File: src/rtl/cache_control_nway.sv
// N-way cache controller: hits answer in the request cycle; misses write back a dirty victim, fill, then retry.
// Optional CACHE_CTRL_PERF_EN adds saturating hit/miss/write-back counters; the request is held without mem_resp while pmem is busy.
module cache_control_nway #(
    parameter int S_OFFSET = 5,
    parameter int S_INDEX  = 3,
    parameter int NUM_WAYS = 4,
    localparam int S_TAG   = 32 - S_OFFSET - S_INDEX,
    localparam int WB      = $clog2(NUM_WAYS)
) (
    input  logic                      clk,
    input  logic                      rst_n,
    input  logic [31:0]               address,
    input  logic                      mem_read,
    input  logic                      mem_write,
    input  logic [NUM_WAYS-1:0]       hit_way,
    input  logic [NUM_WAYS-1:0]       valid_way,
    input  logic [NUM_WAYS-1:0]       dirty_way,
    input  logic [NUM_WAYS*S_TAG-1:0] tag_flat,
    input  logic [WB-1:0]             lru_way,
    input  logic                      pmem_resp,
    output logic [WB-1:0]             way_sel,
    output logic                      data_write,
    output logic                      fill_load,
    output logic                      tag_load,
    output logic                      dirty_load,
    output logic                      dirty_in,
    output logic                      lru_load,
    output logic                      pmem_read,
    output logic                      pmem_write,
    output logic [31:0]               pmem_address,
    output logic                      mem_resp,
    output logic [31:0]               perf_hit_count,
    output logic [31:0]               perf_miss_count,
    output logic [31:0]               perf_wb_count
);

    typedef enum logic [1:0] {S_IDLE, S_WB, S_FILL} state_t;

    state_t           r_state;
    state_t           w_next;
    logic [WB-1:0]    r_victim;
    logic [S_TAG-1:0] r_victim_tag;

    logic             w_mem_op;
    logic             w_hit;
    logic [WB-1:0]    w_hit_idx;
    logic [WB-1:0]    w_victim;
    logic             w_has_invalid;
    logic             w_victim_dirty;
    logic [S_TAG-1:0] w_victim_tag;
    logic             w_unused;

    assign w_mem_op       = mem_read | mem_write;
    assign w_hit          = |hit_way;
    assign w_victim_dirty = valid_way[w_victim] & dirty_way[w_victim];
    assign w_victim_tag   = tag_flat[int'(w_victim)*S_TAG +: S_TAG];
    assign w_unused       = ^address[S_OFFSET-1:0];

    // Descending scans leave the lowest-index match in the result.
    always_comb begin
        w_hit_idx     = '0;
        w_victim      = lru_way;
        w_has_invalid = 1'b0;
        for (int i = NUM_WAYS - 1; i >= 0; i--) begin
            if (hit_way[i]) begin
                w_hit_idx = WB'(i);
            end
            if (!valid_way[i]) begin
                w_victim      = WB'(i);
                w_has_invalid = 1'b1;
            end
        end
    end

    always_ff @(posedge clk or negedge rst_n) begin
        if (!rst_n) begin
            r_state      <= S_IDLE;
            r_victim     <= '0;
            r_victim_tag <= '0;
        end else begin
            r_state <= w_next;
            if (r_state == S_IDLE && w_mem_op && !w_hit) begin
                r_victim     <= w_victim;
                r_victim_tag <= w_victim_tag;
            end
        end
    end

    // Outputs are gated by rst_n so an asserted reset silences them without a clock edge.
    always_comb begin
        w_next       = r_state;
        way_sel      = '0;
        data_write   = 1'b0;
        fill_load    = 1'b0;
        tag_load     = 1'b0;
        dirty_load   = 1'b0;
        dirty_in     = 1'b0;
        lru_load     = 1'b0;
        pmem_read    = 1'b0;
        pmem_write   = 1'b0;
        pmem_address = '0;
        mem_resp     = 1'b0;
        if (rst_n) begin
            case (r_state)
                S_IDLE: begin
                    if (w_mem_op && w_hit) begin
                        mem_resp   = 1'b1;
                        way_sel    = w_hit_idx;
                        lru_load   = 1'b1;
                        data_write = mem_write;
                        dirty_load = mem_write;
                        dirty_in   = mem_write;
                    end else if (w_mem_op) begin
                        w_next = (w_victim_dirty && !w_has_invalid) ? S_WB : S_FILL;
                    end
                end
                S_WB: begin
                    pmem_write   = 1'b1;
                    pmem_address = {r_victim_tag, address[S_OFFSET +: S_INDEX], {S_OFFSET{1'b0}}};
                    way_sel      = r_victim;
                    if (pmem_resp) begin
                        dirty_load = 1'b1;
                        w_next     = S_FILL;
                    end
                end
                S_FILL: begin
                    pmem_read    = 1'b1;
                    pmem_address = {address[31:S_OFFSET], {S_OFFSET{1'b0}}};
                    way_sel      = r_victim;
                    if (pmem_resp) begin
                        fill_load = 1'b1;
                        tag_load  = 1'b1;
                        w_next    = S_IDLE;
                    end
                end
                default: w_next = S_IDLE;
            endcase
        end
    end

`ifdef CACHE_CTRL_PERF_EN
    logic [31:0] r_perf_hit;
    logic [31:0] r_perf_miss;
    logic [31:0] r_perf_wb;

    always_ff @(posedge clk or negedge rst_n) begin
        if (!rst_n) begin
            r_perf_hit  <= '0;
            r_perf_miss <= '0;
            r_perf_wb   <= '0;
        end else begin
            if (mem_resp && r_perf_hit != '1) begin
                r_perf_hit <= r_perf_hit + 32'd1;
            end
            if (fill_load && r_perf_miss != '1) begin
                r_perf_miss <= r_perf_miss + 32'd1;
            end
            if (r_state == S_WB && pmem_resp && r_perf_wb != '1) begin
                r_perf_wb <= r_perf_wb + 32'd1;
            end
        end
    end

    assign perf_hit_count  = r_perf_hit;
    assign perf_miss_count = r_perf_miss;
    assign perf_wb_count   = r_perf_wb;
`else
    assign perf_hit_count  = '0;
    assign perf_miss_count = '0;
    assign perf_wb_count   = '0;
`endif

endmodule

File: config.mk
export PLATFORM = sky130hd
export DESIGN_NAME = cache_control_nway
export DESIGN_NICKNAME = d
export VERILOG_FILES = /design/src/rtl/cache_control_nway.sv
export SDC_FILE = /design/constraint.sdc
export NUM_CORES = 1
export LEC_CHECK = 0
export ABC_AREA = 1
export BUFFER_PORTS_ARGS = -buffer_cell sky130_fd_sc_hd__buf_2
export CAP_MARGIN = 25
export CORE_AREA = 2 2 112 114
export CTS_CLUSTER_SIZE = 14
export DETAILED_ROUTE_END_ITERATION = 7
export DIE_AREA = 0 0 114 116
export SKIP_CTS_REPAIR_TIMING = 1
export SLEW_MARGIN = 40
export SYNTH_ARGS = -nofsm -noshare
export SYNTH_HDL_FRONTEND = slang
export SYNTH_SLANG_ARGS = --single-unit
File: constraint.sdc
create_clock -name clk -period 1.7 [get_ports clk]
set_input_delay 0.17 -clock clk [delete_from_list [all_inputs] [get_ports clk]]
set_output_delay 0.17 -clock clk [all_outputs]
set_load 0.02 [all_outputs]
# After elaboration in Yosys (flattened, before gate mapping)
# Cells that the tools add are included.
[totals] input_bits=147 n_memories=0 mem_bits_rw=0 rom_bits=0 reg_bits=28 latch_bits=0 wordCells=66
[classes] mul=1 muxes=42 n_eq_ne=6 order_cmp=1 bitwise_logic=2 add_sub_neg=0 reduce_logical=10 n_shift=1 n_div=0
[ops] operator="96-bit by 8-bit variable part select with 24-bit output" n=1
[ops] operator="32-bit one-hot mux with 2 select lines" n=1
[ops] operator="32-bit 2-to-1 mux" n=1
[ops] operator="2-bit 2-to-1 mux" n=15
[ops] operator="1-bit 2-to-1 mux" n=20
[ops] operator="2-bit inequality test (second input constant)" n=4
[ops] operator="2-bit one-hot mux with 3 select lines" n=1
[ops] operator="5-bit AND reduction" n=1
[ops] operator="1-bit binary-select mux with 2-bit select" n=2
[ops] operator="1-bit logical AND" n=4
[ops] operator="2-bit by 2-bit multiplier with 4-bit output (second input constant)" n=1
[ops] operator="2-bit one-hot mux with 2 select lines" n=1
[ops] operator="4-bit OR reduction" n=1
[ops] operator="2-bit by 3-bit < comparator with 1-bit output (second input constant)" n=1
[ops] operator="2-bit by 1-bit == test with 1-bit output (second input constant)" n=1
[ops] operator="2-bit == test (second input constant)" n=1
[ops] operator="1-bit logical NOT" n=2
[ops] operator="2-bit logical NOT" n=1
[ops] operator="1-bit one-hot mux with 2 select lines" n=1
[ops] operator="2-bit OR reduction" n=1
[ops] operator="1-bit bitwise AND" n=1
[ops] operator="1-bit bitwise OR" n=1

# Longest topological paths before layout
[depth] depth_word=12 mapped_depth=13 depth_no_buf=12

# Worst setup path after synthesis
# OpenSTA, ideal clock, no wires.
[synth_path] path_kind="reg2out" from="reg r_state[0]" to="out tag_load" setup_slack_ns=-0.212 path_buffers=3 stages_incl_launch_ff=8 arrival_time_ns=1.742 cell_sequence="dfrtp_1 -> inv_1 -> ha_1 -> clkbuf_1 -> clkbuf_1 -> nand2_1 -> nor2_1 -> buf_4"
[synth_via] elab_chain_cells=3
[synth_rtl] element="start, declared" line="39" text="state_t r_state;"
[synth_rtl] element="start signal, assigned" line="81" text="r_state <= w_next;"
[synth_rtl] element="2-bit == test"
[synth_rtl] element="1-bit 2-to-1 mux (2 in a row)"
[synth_rtl] element="end, declared" line="24" text="output logic tag_load,"
# Every way passes these cells.

# Final worst setup path
[layout_path] from="reg r_state[0]" to="out way_sel[0]"
[layout_via] elab_chain_cells=4 elab_cells_between_ends=6
[layout_rtl] element="2-bit == test / 2-bit by 1-bit == test with 1-bit output (equally long branches)" line="104" text="case (r_state)"
[layout_rtl] element="2-bit OR reduction (no line)"
[layout_rtl] element="2-bit one-hot mux with 2 select lines (*)" line="104"
[layout_rtl] element="2-bit 2-to-1 mux (*)" line="103" text="if (rst_n) begin"
[layout_rtl] element="end, declared" line="21" text="output logic [WB-1:0] way_sel,"
# Every way passes the cells marked *; elsewhere a longest branch is shown, timed or not.

==> key figures <==
Detailed routing
  • Routed wire length on met3: ~560 um
  • Count of unresolved DRC violations after routing: 0
  • Vias per cell: 4.21
  • M1 wire length: 4750 um
  • Top sig layer: met4
  • Count of routing violations after the opening detailed-route iteration: approximately 130
  • Total number of vias: 3409
  • Detailed route wirelength on metal2: 5370 um
  • WL/cell: ~13 um
  • DRT Wirelength: 10700 um
  • First-pass detailed-route iteration total: 4
  • Number of routed nets with antenna violations: 0

Final layout
  • Area added between synthesis and finish: 36.4%
  • Share of cells above drive strength 1: roughly two fifths
  • Antenna cells: 0
  • Final net count: 815

Worst setup path
  • Reg-to-reg startpoint: r_state[0]
  • CP Launch Type: flip-flop
  • RR Endpoint: r_victim_tag[21]
  • Arr. time, crit path: 1.58 ns
  • Setup slack, reg-to-reg: 0.11 ns
  • Critical Setup Path Class: reg -> out
  • Critical path peak fanout: 3
  • Cell count of the worst reg-to-reg path: 9
  • Endpoint kind of the worst setup timing path: output pin
  • Required arrival time at the worst endpoint: 1.53 ns
  • Worst setup path startpoint: r_state[0]

GRT
  • Via count of the first global-routing pass: 3101
  • Wire length of the first global-routing pass: 15600 um
  • GR Overflow Total: 0
  • Maximum number of pins on one net before global-route repair: between 40 and 50
  • Global router's overall resource usage: 15.0%
  • Antenna violations before repair: 0

Synthesis
  • Synth warnings: 0
  • Synth area leaders: buf_4 25%, dfrtp_1 22%, nand2_1 13%, nor2_1 6.8%, o211ai_1 6.1%
  • Synthesized instance count: 479
  • Most common cell in the netlist: nand2_1
  • Library cells used by synthesis: 32
  • Primary FF master, synth: dfrtp_1
  • Mean cell area of the mapped netlist: 6.71 um^2
  • Async set-or-reset flop fraction in the synthesized netlist: 100%
  • Total standard cell area after synthesis: 3210 um^2
  • Seq/Total Area, Yosys: 21.8%
  • Leading post-synthesis cells by instance count: 107 x nand2_1, 105 x buf_4, 58 x nor2_1
  • Area fraction of the dominant cell type after synthesis: 24.5%
  • Synthesis-stage register bit count: 28
  • Biggest area consumer among synthesized cells: buf_4
  • Number of enable-type register cells in the synthesized netlist: 0

Clock network
  • Clock tree from TritonCTS: done
  • CTS Buf Count: 3
  • Clock Tree Buf Depth: 2
  • Clk root buf: clkbuf_16
  • CTS H-tree depth: 1
  • Number of sinks driven by the clock tree: 28
  • Source-to-sink clock delay at the later pin of the worst-skew pair: around 0.26 ns
  • Worst-path clk slew: 0.07 ns

Die
  • Die extent in y: 116 um
  • Core Area: ~12000 um^2
  • Effective utilization at floorplan: 27.0%
  • Row count: 40
  • Die outline area: 13200 um^2
  • Width of the die: 114 um
  • IO Count: between 200 and 300

Power
  • LEAKAGE: about 2.3 nW
  • IR drop worst, VDD: roughly 0.29 mV
  • Areal power density over the cells: 887 nW/um^2

Timing
  • Max Transition Viols Final: 0
  • Maximum clock frequency: 572 MHz
  • Final Hold Violating Endpoints: 0
  • Layout Skew: 0.00211 ns
  • Count of endpoints failing setup in the final report: 6
  • Share of the clock period used by the worst path after layout: 103%
  • Setup total negative slack: -0.151 ns
  • Min Hold Slack: slightly above 0.05 ns
  • Setup repair after global routing missed its margin: yes
  • Worst setup margin: -0.0496 ns
  • Time the final worst path needs with I/O delays and setup: 1.75 ns

Job
  • Number of max-cap violations: 0

Place
  • Number of I/O port buffers: 179
  • RD Place Congestion: 0.808
  • Detailed placer's ending HPWL: 8620 um
  • Worst setup timing slack at the placement stage: -0.0130 ns

Min path
  • Hold/Removal Path Class: in -> async

Outcome
  • Violations in the final reports: setup timing
  • Run status: finished, violations left
-- per-layer routing --
metal	vias up	global-route usage, %
met1	1536	20.4
met2	155	26.4
met5	-	0
li1	1716	-
met3	2	1.31
met4	0	2.93
-- how the worst max path moves through the flow --
stage          cells after the start          endpoint  slack, ns
6_report                           9        way_sel[0]      -0.05
5_1_grt                            9        way_sel[0]      -0.17
4_1_cts                            6  pmem_address[21]      -0.14
3_5_place_dp                       8  r_victim_tag[14]      -0.01
3_3_place_gp                       8  r_victim_tag[14]       0.04
2_1_floorplan                      6  pmem_address[13]      -0.05
-- area by class of cell --
type,count,area (um^2)
clock buffer,4,88.8
inverter,22,87.6
multi-input combinational,401,2050
timing repair buffer,208,1270
tap,147,184
fill,1312,7530
sequential,28,701
-- sequential cells by signal (all words and copies together), names as in the netlist --
name,cells
r_state,2
r_victim,2
r_victim_tag,24
-- logic make-up after synthesis --
group / count (synthesis) / share of synthesized area (%)
flip-flops: 28 / 21.8
AO/OA/AOI/OAI: 101 / 20.0
buffers and inverters: 150 / 31.0
AND/OR/NAND/NOR: 195 / 25.5
other: 1 / 0.117
adder cells (fa/ha/maj): 4 / 1.56
-- metrics by stage --
stage	cell area, um^2	power (mW)	util [%]	instances
global placement	4070	3.06	34.1	801
floorplan	3660	2.55	-	579
finish	4380	3.89	36.8	810
detailed placement	4070	3.07	34.1	801
global route	4380	4.20	36.8	810
CTS	4160	3.70	34.9	805
-- where the power goes --
part / leakage [nW] / switching (mW) / total, mW / internal, mW
clock: 0.0442 / 0.239 / 0.601 / 0.361
sequential: 0.353 / 0.183 / 1.17 / 0.983
combinational: 1.92 / 1.23 / 2.12 / 0.895
total: 2.32 / 1.65 / 3.89 / 2.24
-- critical path, stage by stage, from the launching register on --
cell and delay [ns]:
dfrtp_1 0.39, inv_2 0.10, ha_4 0.15, o21ai_4 0.07
inv_2 0.06, nand2_2 0.05, inv_2 0.06, nand3_2 0.06
a211oi_2 0.22, buf_4 0.17
-- cell usage in the layout, fill, tap and decap left out, drive strengths merged --
cell type	count
buf	204
nand2	110
nor2	62
dlygate4sd3	3
clkbuf	5
a21oi	26
ha	4
inv	22
nor4	1
o21ai	39
conb	101
o211ai	34
nor3	1
a211oi	1
nand4	1
or2	12
nand3	8
dfrtp	28
o22ai	1
(Power assumes the default switching activity.)
